===== src/rtl/my_seq_alu.sv =====
// my_seq_alu: sequential unsigned ALU with add, subtract, multiply and divide.
//   Add/subtract and divide-by-zero finish one cycle after accept. Multiply
//   (shift-add) and divide (restoring) spend WIDTH cycles in CALC, one operand
//   bit per cycle, then present the result in DONE.
// Ports:
//   clk         rising-edge clock
//   rst_n       asynchronous active-low reset
//   start       request strobe, honoured only in IDLE
//   operandA    first operand (unsigned, WIDTH bits)
//   operandB    second operand (unsigned, WIDTH bits)
//   command     00 add, 01 sub (A-B), 10 mul, 11 div (A/B)
//   busy        high from the cycle after accept through the done cycle
//   done        one-cycle result-valid pulse
//   result      2*WIDTH-bit result, held between done pulses
//   div_by_zero error flag of the most recent operation
module my_seq_alu #(
  parameter int unsigned WIDTH = 4
) (
  input  logic                 clk,
  input  logic                 rst_n,
  input  logic                 start,
  input  logic [WIDTH-1:0]     operandA,
  input  logic [WIDTH-1:0]     operandB,
  input  logic [1:0]           command,
  output logic                 busy,
  output logic                 done,
  output logic [2*WIDTH-1:0]   result,
  output logic                 div_by_zero
);

  localparam int unsigned CW = $clog2(WIDTH);
  localparam logic [1:0] CMD_ADD = 2'b00;
  localparam logic [1:0] CMD_SUB = 2'b01;
  localparam logic [1:0] CMD_MUL = 2'b10;

  typedef enum logic [1:0] {IDLE, CALC, DONE} state_t;

  state_t               state_q;
  logic [1:0]           cmd_q;
  logic [CW-1:0]        count_q;
  logic [2*WIDTH-1:0]   mcand_q;   // multiplicand, shifted left each step
  logic [2*WIDTH-1:0]   acc_q;     // partial product
  logic [WIDTH-1:0]     b_q;       // multiplier (shifted right) or divisor
  logic [WIDTH-1:0]     rem_q;     // partial remainder
  logic [WIDTH-1:0]     quo_q;     // dividend bits shift out, quotient bits shift in

  logic [2*WIDTH-1:0]   add_res_d;
  logic [2*WIDTH-1:0]   sub_res_d;
  logic [2*WIDTH-1:0]   mul_sum_d;
  logic [WIDTH:0]       rem_shift_d;
  logic [WIDTH:0]       trial_d;
  logic [WIDTH-1:0]     rem_d;
  logic [WIDTH-1:0]     quo_d;

  always_comb begin
    add_res_d   = {{WIDTH{1'b0}}, operandA} + {{WIDTH{1'b0}}, operandB};
    sub_res_d   = {{WIDTH{1'b0}}, operandA} - {{WIDTH{1'b0}}, operandB};
    mul_sum_d   = acc_q + (b_q[0] ? mcand_q : {2*WIDTH{1'b0}});
    rem_shift_d = {rem_q, quo_q[WIDTH-1]};
    trial_d     = rem_shift_d - {1'b0, b_q};
    // Partial remainder is always below the divisor, so the shifted value fits
    // in WIDTH+1 bits and trial_d's MSB is exactly the borrow (restore case).
    rem_d       = trial_d[WIDTH] ? rem_shift_d[WIDTH-1:0] : trial_d[WIDTH-1:0];
    quo_d       = {quo_q[WIDTH-2:0], ~trial_d[WIDTH]};
  end

  always_ff @(posedge clk or negedge rst_n) begin
    if (!rst_n) begin
      state_q     <= IDLE;
      cmd_q       <= 2'b00;
      count_q     <= '0;
      mcand_q     <= '0;
      acc_q       <= '0;
      b_q         <= '0;
      rem_q       <= '0;
      quo_q       <= '0;
      busy        <= 1'b0;
      done        <= 1'b0;
      result      <= '0;
      div_by_zero <= 1'b0;
    end else begin
      case (state_q)
        IDLE: begin
          if (start) begin
            cmd_q       <= command;
            count_q     <= '0;
            busy        <= 1'b1;
            div_by_zero <= 1'b0;
            case (command)
              CMD_ADD: begin
                result  <= add_res_d;
                done    <= 1'b1;
                state_q <= DONE;
              end
              CMD_SUB: begin
                result  <= sub_res_d;
                done    <= 1'b1;
                state_q <= DONE;
              end
              CMD_MUL: begin
                mcand_q <= {{WIDTH{1'b0}}, operandA};
                b_q     <= operandB;
                acc_q   <= '0;
                state_q <= CALC;
              end
              default: begin
                if (operandB == '0) begin
                  result      <= '1;
                  div_by_zero <= 1'b1;
                  done        <= 1'b1;
                  state_q     <= DONE;
                end else begin
                  rem_q   <= '0;
                  quo_q   <= operandA;
                  b_q     <= operandB;
                  state_q <= CALC;
                end
              end
            endcase
          end
        end
        CALC: begin
          count_q <= count_q + 1'b1;
          if (cmd_q == CMD_MUL) begin
            acc_q   <= mul_sum_d;
            mcand_q <= mcand_q << 1;
            b_q     <= b_q >> 1;
          end else begin
            rem_q <= rem_d;
            quo_q <= quo_d;
          end
          // The last step's value goes straight to result; intermediate
          // values never reach the output.
          if (count_q == CW'(WIDTH - 1)) begin
            result  <= (cmd_q == CMD_MUL) ? mul_sum_d : {rem_d, quo_d};
            done    <= 1'b1;
            state_q <= DONE;
          end
        end
        DONE: begin
          done    <= 1'b0;
          busy    <= 1'b0;
          state_q <= IDLE;
        end
        default: begin
          done    <= 1'b0;
          busy    <= 1'b0;
          state_q <= IDLE;
        end
      endcase
    end
  end

endmodule


===== config.mk =====
export PLATFORM = sky130hd
export DESIGN_NAME = my_seq_alu
export DESIGN_NICKNAME = d
export VERILOG_FILES = /design/src/rtl/my_seq_alu.sv
export SDC_FILE = /design/constraint.sdc
export NUM_CORES = 1
export LEC_CHECK = 0
export CAP_MARGIN = 10
export CORE_ASPECT_RATIO = 0.6
export CORE_MARGIN = 3
export CORE_UTILIZATION = 30
export CTS_CLUSTER_SIZE = 14
export DETAILED_ROUTE_END_ITERATION = 8
export GPL_TIMING_DRIVEN = 0
export MAX_ROUTING_LAYER = met4
export PLACE_DENSITY = 0.57
export SYNTH_ARGS = -nofsm -noshare
export SYNTH_HDL_FRONTEND = slang
export SYNTH_SLANG_ARGS = --single-unit

===== constraint.sdc =====
create_clock -name clk -period 4.8 [get_ports clk]
set_input_delay 0.96 -clock clk [delete_from_list [all_inputs] [get_ports clk]]
set_output_delay 0.96 -clock clk [all_outputs]
set_load 0.01 [all_outputs]

### Word level (Yosys, flattened, before mapping)

Index checks and enable logic that the tools add are counted.

* register bits after elaboration: 45
* input port bits: 13
* logic and storage cells: 98

* add/subtract/negate cells: 5
* equality and inequality tests: 17
* mux-type cells: 47
* bitwise operators: 2
* reduce and logical (&&, ||, !) cells: 15

Operators by type and width (count)
* $mux W8: 11
* $mux W4: 12
* $pmux W8 S2: 3
* $pmux W4 S2: 4
* $pmux W8 S3: 1
* $ne A2 B2 Y1 const B: 8
* $reduce_and A5 Y1: 3
* $pmux W2 S2: 3
* $add A8 B8 Y8: 1
* $mux W2: 4
* $reduce_and A2 Y1: 4
* $reduce_and A4 Y1: 2
* $eq A2 B2 Y1 const B: 3
* $mux W1: 6
* $pmux W1 S2: 3
* $add A4 B4 Y5: 1
* $sub A4 B4 Y5: 1
* $sub A5 B4 Y5: 1
* $eq A2 B1 Y1 const B: 2
* $logic_not A2 Y1: 2
* $logic_not A4 Y1: 1
* $ne A4 B2 Y1 const B: 1
* $ne A3 B2 Y1 const B: 1
* $ne A3 B3 Y1 const B: 1
* other kinds (6): 7

### Logic depth before layout (Yosys ltp)

* word-level depth: 5
* gate-level depth with buffers: 10
* depth with buffers taken out: 10

### Worst setup path before layout

OpenSTA, ideal clock, no wires.

* path kind: input to register
* start: input operandA[0]
* end: register result[4]
* setup time: 65 ps
* data arrival time: 2446 ps
* setup slack: 2289 ps
* cell stages on the path: 10
* path buffers: 0
* cell sequence: inv_1 > ha_1 > inv_1 > fa_1 > a21oi_1 > nor2b_1 > o311ai_0 > a21oi_1 > o311ai_0 > o22a_1

* word-level cells in the longest chain between the ends: 4
* elaborated cells between the ends (all ways): 5
* those cells by class: add/sub: 2; mux: 3

Ends and longest elaborated chain
* start: declaration: RTL line 22 `input logic [WIDTH-1:0] operandA,`
* $sub A4 B4 Y5 or $add A4 B4 Y5 (tied branches): RTL line 57, 56
* $pmux W8 S3 *: RTL line 89 `case (command)`
* $mux W8 *: RTL line 84 `if (start) begin`
* $pmux W8 S2 *: RTL line 82 `case (state_q)`
* end signal: assignment: RTL line 91 `result <= add_res_d;`
* end signal: assignment: RTL line 96 `result <= sub_res_d;`
* end signal: assignment: RTL line 135 `result <= (cmd_q == CMD_MUL) ? mul_sum_d : {rem_d, quo_d};`
* end: declaration: RTL line 27 `output logic [2*WIDTH-1:0] result,`

Mark *: on every way between the ends. The rest lies on a longest branch, timed or not. The select of a mux whose other input is x is not followed.
A chain may end at the register's enable or synchronous reset.

### Final worst setup path

Same ends and word-level chain as after synthesis.

==> summary.log <==
[critical_path] total stage count of the critical path 11
[sta] part of the cycle the worst path needs 0.642
[routing] Wirelength per Cell 16.0 um
[sta] Pins Over Slew Limit 0
[sta] min Tclk post-route 3.08 ns
[routing] Post-DRT Antenna Nets 0
[sta] transition time at the pin with the least slew margin 0.570 ns
[grt] met1 usage 0.229
[grt] met2 track demand over resource in global routing 0.188
[clock_network] CTS Buffer Depth 2
[critical_path] launching element type of the critical path input pin
[floorplan] number of top-level pins 24
[cells_and_area] count of inserted antenna diode cells 0
[synth] predominant post-synthesis flop cell dfrtp_1
[synth] post-synthesis net count 325
[synth] count of mapped cells out of synthesis 288
[routing] number of vias after detailed routing 2193
[sta] setup repair after global routing missed its margin no
[critical_path] Worst Setup Path Type input pin to register
[hold_path] hold path depth 2
[grt] grt peak-use layer met1
[sta] Achievable Freq 324 MHz
[sta] Hold Slack 0.484 ns
[synth] register bit count reported by yosys 45
[routing] drt via density 5.09
[grt] first-pass GRT wire length 11.7 mm
[routing] First DRT Iteration DRCs 162
[critical_path] startpoint of the lowest-slack register-to-register path b_q[0]
[power_and_ir_drop] clock group share of total power 0.173
[sta] Final WS setup 1.72 ns
[cells_and_area] Post-Layout Inst Area 3250 um2
[synth] unique cell type count in the Yosys netlist 50
[clock_network] Num Clock Sinks 45
[synth] async set-reset flop share out of synthesis 1.00
[clock_network] Resized cells post-CTS 0
[critical_path] CP Max Fanout 4
[routing] number of detailed-routing iterations run before antenna repair 5
[floorplan] die extent in x 129 um
[clock_network] TritonCTS clock tree done
[placed_design] cell area after placement 3110 um2
[floorplan] Die Y 79.8 um
[run_status] result of the run finished, final reports clean
[floorplan] Row Count 26
[grt] GRT Util Overall 0.150
[cells_and_area] most common cell after layout, fill and taps aside nand2_1
[grt] met3 Track Usage GR 0.0354
[hold_path] Hold Crit Endpoint div_by_zero
[placed_design] GP Congestion 0.827
[clock_network] cts bufs inserted 5
[sta] Clock Skews 0.0107 ns
[critical_path] flop2flop setup slack 2.12 ns
[power_and_ir_drop] total power consumption of the routed design 2.00 mW
[grt] number of global-route vias before repair 2210
[sta] Setup violations, final 0
[routing] remaining design rule violation count 0
[synth] synth warn 0
[run] max-cap check violation count 0
[grt] total congestion overflow after global routing 0
[synth] ranking of synthesized cells by area dfrtp_1 (41%), ha_1 (9.2%), nand2_1 (6.3%), nor2_1 (3.2%), fa_1 (2.9%)
[power_and_ir_drop] switching share of power 0.415
[grt] maximum number of pins on one net before global-route repair 37
[power_and_ir_drop] power per cell area 616 nW/um2
[floorplan] effective utilization at floorplan 0.314
[critical_path] reg-to-reg critical path endpoint result[4]
[synth] fraction of synthesized cell area taken by the top area cell type 0.413
[floorplan] core region area 8690 um2
[synth] cell taking the most area after synthesis dfrtp_1
[clock_network] number of buffers inserted to repair setup after CTS 0
[clock_network] cts-stage hold buffer count 0
[placed_design] pre-CTS WS 1.39 ns
[grt] number of antenna violations at the first check in global routing 0
[critical_path] family with the most delay on the worst path compound AO/OA/AOI/OAI gates
[hold_path] Worst Min Path Start div_by_zero
[power_and_ir_drop] Static Leakage 1.52 nW
[power_and_ir_drop] part of the total power dissipated in combinational logic 0.501
[critical_path] Crit path arrival time 3.26 ns
[cells_and_area] leading cell types in the layout, fill and taps excluded nand2_1 (46), dfrtp_1 (45), nor2_1 (23), clkdlybuf4s50_1 (22), ha_1 (20)
[critical_path] Req. time, crit path 4.98 ns
[placed_design] total instance count after detailed placement 424
[power_and_ir_drop] Cell Int Power 1.17 mW
[cells_and_area] layout cells sized above 1 0.0784
[cells_and_area] Layout Cells excl Fill 431
[placed_design] number of port buffers 23
[placed_design] HPWL Detailed 5.32 mm
[power_and_ir_drop] worst IR drop on VDD 0.187 mV
[cells_and_area] post-layout util 0.374
[clock_network] clock latency at the later pin of the worst-skew pair 0.30 ns
[clock_network] CTS HTree Levels 2
[critical_path] cell with the largest stage delay on the worst path clkdlybuf4s50_1
[critical_path] number of buffers and inverters on the critical path 3
[critical_path] worst r2r path cells 9
[critical_path] CP Capture Type register
[clock_network] register clock-pin slew on the reported worst setup and hold paths 0.06 ns
[critical_path] CP cell instances clkdlybuf4s50_1 -> inv_1 -> ha_1 -> inv_1 -> fa_1 -> a21oi_1 -> nor2b_1 -> o311ai_0 -> a21oi_1 -> o311ai_0 -> o22a_1
[sta] Rel. slew slack 0.620
[power_and_ir_drop] switching pwr 0.831 mW
[cells_and_area] Net count, final 356
[clock_network] buffer cell driving the clock tree root clkbuf_16
[sta] Hold Vio Cnt, Final 0
[synth] netlist area before placement 2730 um2
[cells_and_area] total of fill cells in the finished design 896
[critical_path] Critical Path Max Stage Delay 0.56 ns
[floorplan] overall die area 10300 um2
[cells_and_area] P&R area growth vs syn 19.2%
[hold_path] hold crit path type register to register
[routing] final wirelength 6.91 mm
[synth] Seq/Total Area, Yosys 0.413
[power_and_ir_drop] fraction of power consumed by sequential logic 0.327
[synth] average cell area after synthesis 9.46 um2
[sta] post-route setup TNS 0 ns
[synth] number of synthesized flops with an enable pin 0
worst reg2reg max path: cells and delay by family, from the launching register on:
family | cells | cell delay [ns]
xor gates and xnor gates | 1 | 0.27
AOI/OAI and AO/OA | 4 | 1.03
buffers and inverters | 1 | 0.07
and+or+nand+nor | 1 | 0.11
adders and majority gates | 2 | 0.62
DFF | 1 | 0.53
metal layers:
layer  vias to the layer above  routed length [um]
li1                       1077                   -
met1                      1053                3940
met3                         7                 367
met4                         0                  93
met5                         -                   0
met2                        56                2510
layout make-up:
type / count / area (um2) / share of cell area
timing repair buffer: 24 / 245 / 0.0755
multi-input combinational: 217 / 1490 / 0.459
tap: 112 / 140 / 0.0431
sequential: 45 / 1130 / 0.347
buffer: 9 / 45.0 / 0.0139
inverter: 17 / 63.8 / 0.0196
clock buffer: 6 / 129 / 0.0397
clock inverter: 1 / 8.76 / 0.00270
kinds of logic after synthesis:
family	share of synthesized area
AND/OR/NAND/NOR	0.160
adder cells (fa/ha/maj)	0.121
AO/OA/AOI/OAI	0.214
multiplexers	0.0161
flip-flops	0.413
buffers and inverters	0.0399
XOR/XNOR	0.0349
worst max-delay path by stage:
stage	startpoint	endpoint	slack, ns
finish	operandA[0]	result[4]	1.72
global route	operandA[0]	result[4]	1.45
CTS	operandA[0]	result[4]	1.69
detailed placement	operandA[0]	result[4]	1.39
global placement	operandA[0]	result[4]	1.42
floorplan	operandA[0]	result[4]	2.29
cell usage after synthesis (all sizes together) (4+ instances only):
cell type and number:
a22o 9, and2 7, a221o 4, nor2 24, ha 20, nor2b 6, dfrtp 45, nand2 46
buf 5, o21ai 14, nand2b 4, a31oi 10, inv 17, xnor2 9, clkbuf 4, a21o 8
a21oi 13, fa 4, nand3 4
state kept, by name (all words and copies together) (netlist names):
signal / flops
rem_q: 4
quo_q: 4
div_by_zero: 1
busy: 1
cmd_q: 2
done: 1
b_q: 4
acc_q: 8
result: 8
state_q: 2
count_q: 2
mcand_q: 8
power groups by stage:
stage / clock network, mW / logic [mW] / registers, mW
detailed placement: 0 / 1.01 / 0.659
CTS: 0.352 / 1.01 / 0.654
floorplan: 0 / 0.690 / 0.646
global placement: 0 / 0.980 / 0.660
global route: 0.367 / 1.13 / 0.677
finish: 0.346 / 1.00 / 0.654
Note: power is estimated with default switching activity, not from simulation.
